File: config.mk
export PLATFORM = sky130hd
export DESIGN_NAME = fc3_fold_ctrl
export DESIGN_NICKNAME = d
export VERILOG_FILES = /design/src/rtl/fc3_pkg.sv /design/src/rtl/fc3_CycleCnt.sv /design/src/rtl/fc3_fold_ctrl.sv
export SDC_FILE = /design/constraint.sdc
export NUM_CORES = 1
export LEC_CHECK = 0
export ABC_AREA = 1
export CORE_MARGIN = 1
export CORE_UTILIZATION = 30
export DETAILED_ROUTE_END_ITERATION = 10
export SLEW_MARGIN = 10
export SYNTH_ARGS = -nofsm -noshare
export SYNTH_HDL_FRONTEND = slang
export SYNTH_SLANG_ARGS = --single-unit
File: constraint.sdc
create_clock -name clk -period 1.5 [get_ports clk]
set_clock_uncertainty 0.2 [all_clocks]
set_input_delay 0.375 -clock clk [delete_from_list [all_inputs] [get_ports clk]]
set_output_delay 0.375 -clock clk [all_outputs]
set_load 0.01 [all_outputs]
File: src/rtl/fc3_pkg.sv
// Shared types for the fully-connected layer fold controller.
// State encoding plus a helper that sizes the fold index.
package fc3_pkg;

  typedef enum logic [2:0] {
    IDLE = 3'd0,
    CLR  = 3'd1,
    RUN  = 3'd2,
    CAP  = 3'd3,
    DONE = 3'd4
  } fc3_state_t;

  // A single-pass layer still carries a 1-bit fold index.
  function automatic int foldWidth(input int fold);
    return (fold > 1) ? $clog2(fold) : 1;
  endfunction

endpackage

File: src/rtl/fc3_CycleCnt.sv
// Bitstream beat counter for one pass: synchronous clear, enable,
// terminal-count flag at BSLEN-1. Saturates at terminal count.
module fc3_CycleCnt #(
  parameter int BSLEN = 256
) (
  input  logic clk,
  input  logic rst_n,
  input  logic iClr,
  input  logic iEn,
  output logic oTc
);

  localparam int CW = $clog2(BSLEN);
  localparam logic [CW-1:0] LAST = CW'(BSLEN - 1);

  logic [CW-1:0] cnt;

  always_ff @(posedge clk) begin
    if (!rst_n) begin
      cnt <= '0;
    end else if (iClr) begin
      cnt <= '0;
    end else if (iEn && !oTc) begin
      cnt <= cnt + CW'(1);
    end
  end

  assign oTc = (cnt == LAST);

endmodule

File: src/rtl/fc3_fold_ctrl.sv
// Sequences FOLD time-multiplexed passes of BSLEN bitstream beats over the
// XNOR multiplier array: clear accumulators, accumulate, capture per pass.
module fc3_fold_ctrl
  import fc3_pkg::*;
#(
  parameter int IDIM  = 1,
  parameter int FOLD  = 1,
  parameter int ODIM  = 1,
  parameter int BSLEN = 256
) (
  input  logic                       clk,
  input  logic                       rst_n,
  input  logic                       iStart,
  input  logic                       iAbort,
  input  logic                       iValid,
  output logic                       oBusy,
  output logic [foldWidth(FOLD)-1:0] oFold,
  output logic                       oMulEn,
  output logic                       oAccClr,
  output logic                       oCap,
  output logic                       oDone
);

  localparam int FW = foldWidth(FOLD);
  localparam logic [FW-1:0] FOLD_LAST = FW'(FOLD - 1);

  if (IDIM < 1 || FOLD < 1 || BSLEN < 2 || (ODIM % FOLD) != 0) begin : gBadParam
    $error("fc3_fold_ctrl: illegal parameters IDIM=%0d FOLD=%0d ODIM=%0d BSLEN=%0d",
           IDIM, FOLD, ODIM, BSLEN);
  end

  fc3_state_t    state, stateNext;
  logic [FW-1:0] fold, foldNext;
  logic          cntClr, cntEn, cntTc;

  fc3_CycleCnt #(
    .BSLEN(BSLEN)
  ) uCycleCnt (
    .clk  (clk),
    .rst_n(rst_n),
    .iClr (cntClr),
    .iEn  (cntEn),
    .oTc  (cntTc)
  );

  always_ff @(posedge clk) begin
    if (!rst_n) begin
      state <= IDLE;
      fold  <= '0;
    end else begin
      state <= stateNext;
      fold  <= foldNext;
    end
  end

  // Abort wins over every transition and leaves the counter cleared.
  always_comb begin
    stateNext = state;
    foldNext  = fold;
    cntClr    = 1'b0;
    cntEn     = 1'b0;
    if (state != IDLE && iAbort) begin
      stateNext = IDLE;
      foldNext  = '0;
      cntClr    = 1'b1;
    end else begin
      unique case (state)
        IDLE: begin
          if (iStart) begin
            stateNext = CLR;
            foldNext  = '0;
          end
        end
        CLR: begin
          cntClr    = 1'b1;
          stateNext = RUN;
        end
        RUN: begin
          cntEn = iValid;
          if (iValid && cntTc) stateNext = CAP;
        end
        CAP: begin
          if (fold < FOLD_LAST) begin
            stateNext = CLR;
            foldNext  = fold + FW'(1);
          end else begin
            stateNext = DONE;
          end
        end
        DONE: begin
          stateNext = IDLE;
          foldNext  = '0;
        end
        default: begin
          stateNext = IDLE;
          foldNext  = '0;
        end
      endcase
    end
  end

  assign oBusy   = (state != IDLE);
  assign oFold   = fold;
  assign oMulEn  = (state == RUN) && iValid;
  assign oAccClr = (state == CLR);
  assign oCap    = (state == CAP);
  assign oDone   = (state == DONE);

endmodule
==> results.json, run 1 <==
{
  "maxSlewViolCount": 0,
  "clk_latency_ps": 270,
  "grt_setup_unrepaired": "true",
  "synth.most_common_cell": "nand2_1",
  "critical_path.most_common_cell": "nor2_4",
  "reg2reg_slack_ps": -70,
  "crit_chain": "nor2_4 > nand2_4 > nor2_4 > buf_6",
  "grt_overflow": 0,
  "run_status": "finished, violations left",
  "synth_top_area_cell": "dfxtp_1",
  "synth_top_area_share": 0.3411,
  "fmax_mhz": 614.2,
  "coreArea_um2": 2002,
  "crit_required_ps": 920,
  "start_util": 0.3225,
  "grt_pass1_vias": 721,
  "hold_path_end": "uCycleCnt.cnt[6]",
  "hp-class": "flop to flop",
  "drc_errors": 0,
  "synth-edff-count": 0,
  "synth_async_sr_flop_share": 0,
  "syn_nets": 105,
  "ctsHoldBuffers": 0,
  "h-tree-depth": 1,
  "diodes": 0,
  "ios": 11,
  "r2r-start": "state[0]",
  "portBuffers": 9,
  "violations": "negative setup slack",
  "syn_area_per_cell_um2": 6.521,
  "stdcell_count": 163,
  "p_leak_nw": 0.4725,
  "powerDensity_nw_per_um2": 937.4,
  "rows": 16,
  "firstDrtPassIters": 3,
  "crit_type": "flop to output port",
  "ys_types": 21,
  "ys_warn_count": 0,
  "yosys-top-cells-area": "dfxtp_1, nand2_1, inv_1, nor2_1, a21oi_1",
  "grt_antenna_before_repair": 0,
  "areaGrowthSynthToFinish_pct": 68.99,
  "viasPerCell": 4.515,
  "layout.nets": 143,
  "die_w_um": 48.39,
  "clockBufferDepth": 2,
  "synthFlopType": "dfxtp_1",
  "p_total_mw": 1.023,
  "cts_buffers": 3,
  "dieArea_um2": 2342,
  "cts_sinks": 11,
  "vias": 736,
  "tns_ps": -902.6,
  "hold_start": "uCycleCnt.cnt[6]",
  "gp_congestion": 0.7897,
  "hold_depth": 2,
  "cp_max_fo": 2,
  "clk_pin_slew_ps": 70,
  "crit_path_end_kind": "output port",
  "max_stage_delay_ps": 360,
  "cp_data_arrival_time_ps": 1050,
  "cp.buffers_inverters": 1,
  "crit_path_start_kind": "flop",
  "dp_hpwl_um": 1190,
  "crit_family": "flip-flops",
  "timing.final.crit_share": 1.086,
  "die_h_um": 48.39,
  "ir_drop_mv": 0.5265,
  "period_minus_slack_ps": 1628,
  "setup_viol": 13,
  "ys_seq_area_frac": 0.3411,
  "synth_cells": 99,
  "layout_setup_ws_ps": -128.3,
  "first_iter_violations": 6,
  "crit_slowest_cell": "dfxtp_4",
  "fillers": 184,
  "cts_tree": "built",
  "cap_violations": 0,
  "drive_above_1_share": 0.4706,
  "r2r_cells": 9,
  "grt_usage": 0.1588,
  "ys_top_cells_by_count": "nand2_1, inv_1, nor2_1, dfxtp_1, a21oi_1",
  "synth_area_um2": 645.6,
  "grt_pass1_wl_um": 2911,
  "r2r-end": "uCycleCnt.cnt[5]",
  "cts-root-buf": "clkbuf_4",
  "grt_max_degree": 9,
  "synth_seq_cells": 11,
  "wl_per_cell_um": 11.33,
  "finalHoldViolCount": 0,
  "placed_cells": 150,
  "ant_nets": 0,
  "wl_um": 1846
}
[cells in the final DEF (no fill, tap or decap)]
cell,instances
o21ai_0,2
nand2_4,4
clkdlybuf4s50_1,3
dfxtp_4,3
xor2_1,3
a21oi_2,4
o22ai_1,1
nor2_2,1
conb_1,1
dfxtp_2,2
dfxtp_1,6
buf_6,5
nand3_4,1
nand2_2,3
ha_4,1
inv_4,2
nand3b_1,1
o21ai_1,1
nand2_1,24
buf_2,3
buf_4,22
nor2_1,11
nor3_4,2
clkbuf_1,1
dlygate4sd2_1,1
o21ai_2,1
inv_2,3
nor2_4,4
clkbuf_4,3
inv_1,10
nand4_1,1
nand3_1,3
a21oi_1,3
[stage by stage]
stage                     instance area (um2)  utilization  hold WS [ps]  worst slack [ps]
after floorplan                         645.6            -         262.2             63.71
after global placement                  882.1       0.4406         278.5            -640.5
after detailed placement                882.1       0.4406         293.5            -650.0
after CTS                                1003       0.5013         306.6            -99.42
after global routing                     1091       0.5450         348.3            -166.0
final                                    1091       0.5450         319.1            -128.3
[worst min-delay path: stages (launching register included)]
cell and delay (ps):
dfxtp_1 340, nand2_1 90, a21oi_2 50
[registers in the layout, indices dropped and copies added (netlist names)]
name / count
uCycleCnt.cnt: 8
state: 3
[metal layers]
layer | wire length (um) | global-route usage
met2 | 1069 | 0.3052
met5 | 0 | 0
met1 | 718 | 0.1728
met4 | 23 | 0.05392
met3 | 34 | 0.02830
[layout make-up]
| cell class | instances | area [um2] | area share |
|---|---|---|---|
| sequential | 11 | 234.0 | 0.2144 |
| clock buffer | 4 | 26.28 | 0.02408 |
| timing repair buffer | 34 | 275.3 | 0.2523 |
| inverter | 15 | 61.31 | 0.05619 |
| multi-input combinational | 72 | 460.4 | 0.4220 |
| tap | 27 | 33.78 | 0.03096 |
[cell families (layout without fill, tap and decap cells)]
group                      count (synthesis)  count (layout)  synth area share
DFF                                       11              11            0.3411
buffers and inverters                     16              53           0.09884
other                                      1               1          0.005808
and+or+nand+nor                           55              55            0.3992
adders and majority gates                  1               1           0.01938
xor gates and xnor gates                   3               3           0.04071
AOI/OAI and AO/OA                         12              12           0.09495
[report_power, final]
group,total [mW],internal [mW],switching (mW)
logic,0.466,0.236,0.230
clock network,0.206,0.103,0.103
registers,0.350,0.318,0.0329
[worst max path at each step]
stage	startpoint	to	slack [ps]	cells past startpoint
after floorplan	uCycleCnt.cnt[0]	uCycleCnt.cnt[1]	60	8
after global placement	iValid	oMulEn	-640	4
after detailed placement	iValid	oMulEn	-650	4
after CTS	state[1]	oCap	-100	3
after global routing	state[0]	oMulEn	-170	4
final	state[0]	oMulEn	-130	4
[timing repair]
item,4_1_cts,5_1_grt
gates resized for setup,44,19
setup buffers,7,2
pin swaps,14,7
setup endpoints to repair,13,14
(Power assumes the default switching activity.)
==> run 2: changes to the inputs <==
Settings changed: MAX_ROUTING_LAYER from default to met4.
==> results.json, run 2 (same netlist as run 1, synthesis figures left out) <==
{
  "layout.nets": 143,
  "grt_usage": 0.1634,
  "top_register": "uCycleCnt.cnt",
  "crit_slowest_cell": "dfxtp_4",
  "period_minus_slack_ps": 1629,
  "power_frac_seq": 0.342,
  "largest_register_ff_count": 8,
  "clockBufferDepth": 2,
  "cts-root-buf": "clkbuf_4",
  "cp_max_fo": 2,
  "grt_pass1_vias": 722,
  "critical_path.most_common_cell": "nor2_4",
  "crit_type": "flop to output port",
  "crit_chain": "nor2_4 > nand2_4 > nor2_4 > buf_6",
  "drive_above_1_share": 0.4706,
  "powerDensity_nw_per_um2": 938.1,
  "grt_setup_unrepaired": "true",
  "viasPerCell": 4.515,
  "post-place-ws_ps": -650.0,
  "fmax_mhz": 613.8,
  "crit_path_end_kind": "output port",
  "grt_antenna_before_repair": 0,
  "comb_power_share": 0.456,
  "layout_setup_ws_ps": -129.1,
  "clk_latency_ps": 270,
  "crit_required_ps": 920,
  "vias": 736,
  "clk_pin_slew_ps": 70,
  "h-tree-depth": 1,
  "p_switching_uw": 366.6,
  "finalHoldViolCount": 0,
  "diodes": 0,
  "maxSlewViolCount": 0,
  "cp.buffers_inverters": 1,
  "final_common_cell": "nand2_1",
  "first_iter_violations": 6,
  "hold_path_end": "uCycleCnt.cnt[6]",
  "ir_drop_mv": 0.5266,
  "areaGrowthSynthToFinish_pct": 68.99,
  "grt_overflow": 0,
  "wl_um": 1843,
  "fin_hold_ws_ps": 319.1,
  "die_w_um": 48.39,
  "portBuffers": 9,
  "dp_hpwl_um": 1190,
  "ant_nets": 0,
  "finalCoreUtilization": 0.5450,
  "grt_max_degree": 9,
  "cts_buffers": 3,
  "final_cell_mix": "nand2_1, buf_4, nor2_1, inv_1, dfxtp_1",
  "top_regs": "uCycleCnt.cnt: 8 flops, state: 3 flops",
  "fillers": 184,
  "rows": 16,
  "dieArea_um2": 2342,
  "wl_per_cell_um": 11.31,
  "hold_start": "uCycleCnt.cnt[6]",
  "r2r-end": "uCycleCnt.cnt[5]",
  "start_util": 0.3225,
  "hp-class": "flop to flop",
  "reg2reg_slack_ps": -70,
  "coreArea_um2": 2002,
  "multi_input_area_um2": 460.4,
  "violations": "negative setup slack",
  "p_total_mw": 1.023,
  "r2r-start": "state[0]",
  "cp_data_arrival_time_ps": 1050,
  "ios": 11,
  "crit_path_start_kind": "flop",
  "gp_congestion": 0.8008,
  "firstDrtPassIters": 3,
  "clockPowerShare": 0.202,
  "setup_viol": 13,
  "p_leak_nw": 0.4725,
  "run_status": "finished, violations left",
  "cts_tree": "built",
  "regArea_um2": 234.0,
  "p_int_uw": 656.8,
  "cap_violations": 0,
  "r2r_cells": 9,
  "crit_family": "flip-flops",
  "timing.final.crit_share": 1.086,
  "grt_pass1_wl_um": 2911,
  "max_stage_delay_ps": 360,
  "cts_sinks": 11,
  "sw_frac_of_total": 0.3582,
  "hold_depth": 2,
  "drc_errors": 0,
  "die_h_um": 48.39
}
## run 2: metrics by stage
step / TNS, ps / area [um2] / std cells
after detailed placement: -4158 / 882.1 / 150
after CTS: -386.8 / 1003 / 161
after floorplan: 0 / 645.6 / 99
after global placement: -4060 / 882.1 / 150
final: -913.9 / 1091 / 163
after global routing: -1798 / 1091 / 163
## run 2: worst register-to-register path, stage by stage (launching register included)
cell and delay, ps:
dfxtp_4 360, nor2_4 140, buf_6 120, nand2_4 40
buf_4 140, nand2_4 80, nand2_4 70, nor2_4 160
inv_4 80, a21oi_1 110
## run 2: power groups by stage
stage               combinational [mW]  sequential [mW]  clock (mW)
floorplan                        0.150            0.333           0
global placement                 0.320            0.337           0
detailed placement               0.320            0.338           0
CTS                              0.400            0.339       0.207
global route                     0.502            0.355       0.227
finish                           0.467            0.351       0.206
## run 2: area by class of cell
| type | instances | area share |
|---|---|---|
| inverter | 15 | 0.05619 |
| multi-input combinational | 72 | 0.4220 |
| tap | 27 | 0.03096 |
| sequential | 11 | 0.2144 |
| timing repair buffer | 34 | 0.2523 |
| clock buffer | 4 | 0.02408 |
## run 2: how the worst max path moves through the flow
stage,end,from,slack (ps),cells past startpoint
2_1_floorplan,uCycleCnt.cnt[1],uCycleCnt.cnt[0],60,8
3_3_place_gp,oMulEn,iValid,-640,4
3_5_place_dp,oMulEn,iValid,-650,4
4_1_cts,oCap,state[1],-100,3
5_1_grt,oMulEn,state[0],-170,4
6_report,oMulEn,state[0],-130,4
## run 2: routing by layer
layer	up-vias	wire length [um]	track usage
met1	344	718	0.1728
met4	0	23	0.05392
li1	379	-	-
met3	4	33	0.02830
met2	9	1067	0.3052
met5	-	0	-
## run 2: timing repair
item                                    in CTS  in global routing
endpoints found under the setup margin      13                 14
hold buffers                                 0                  0
pin swaps                                   14                  7
resized for setup                           44                 19
buffers inserted                             7                  2
cloned                                       0                  0
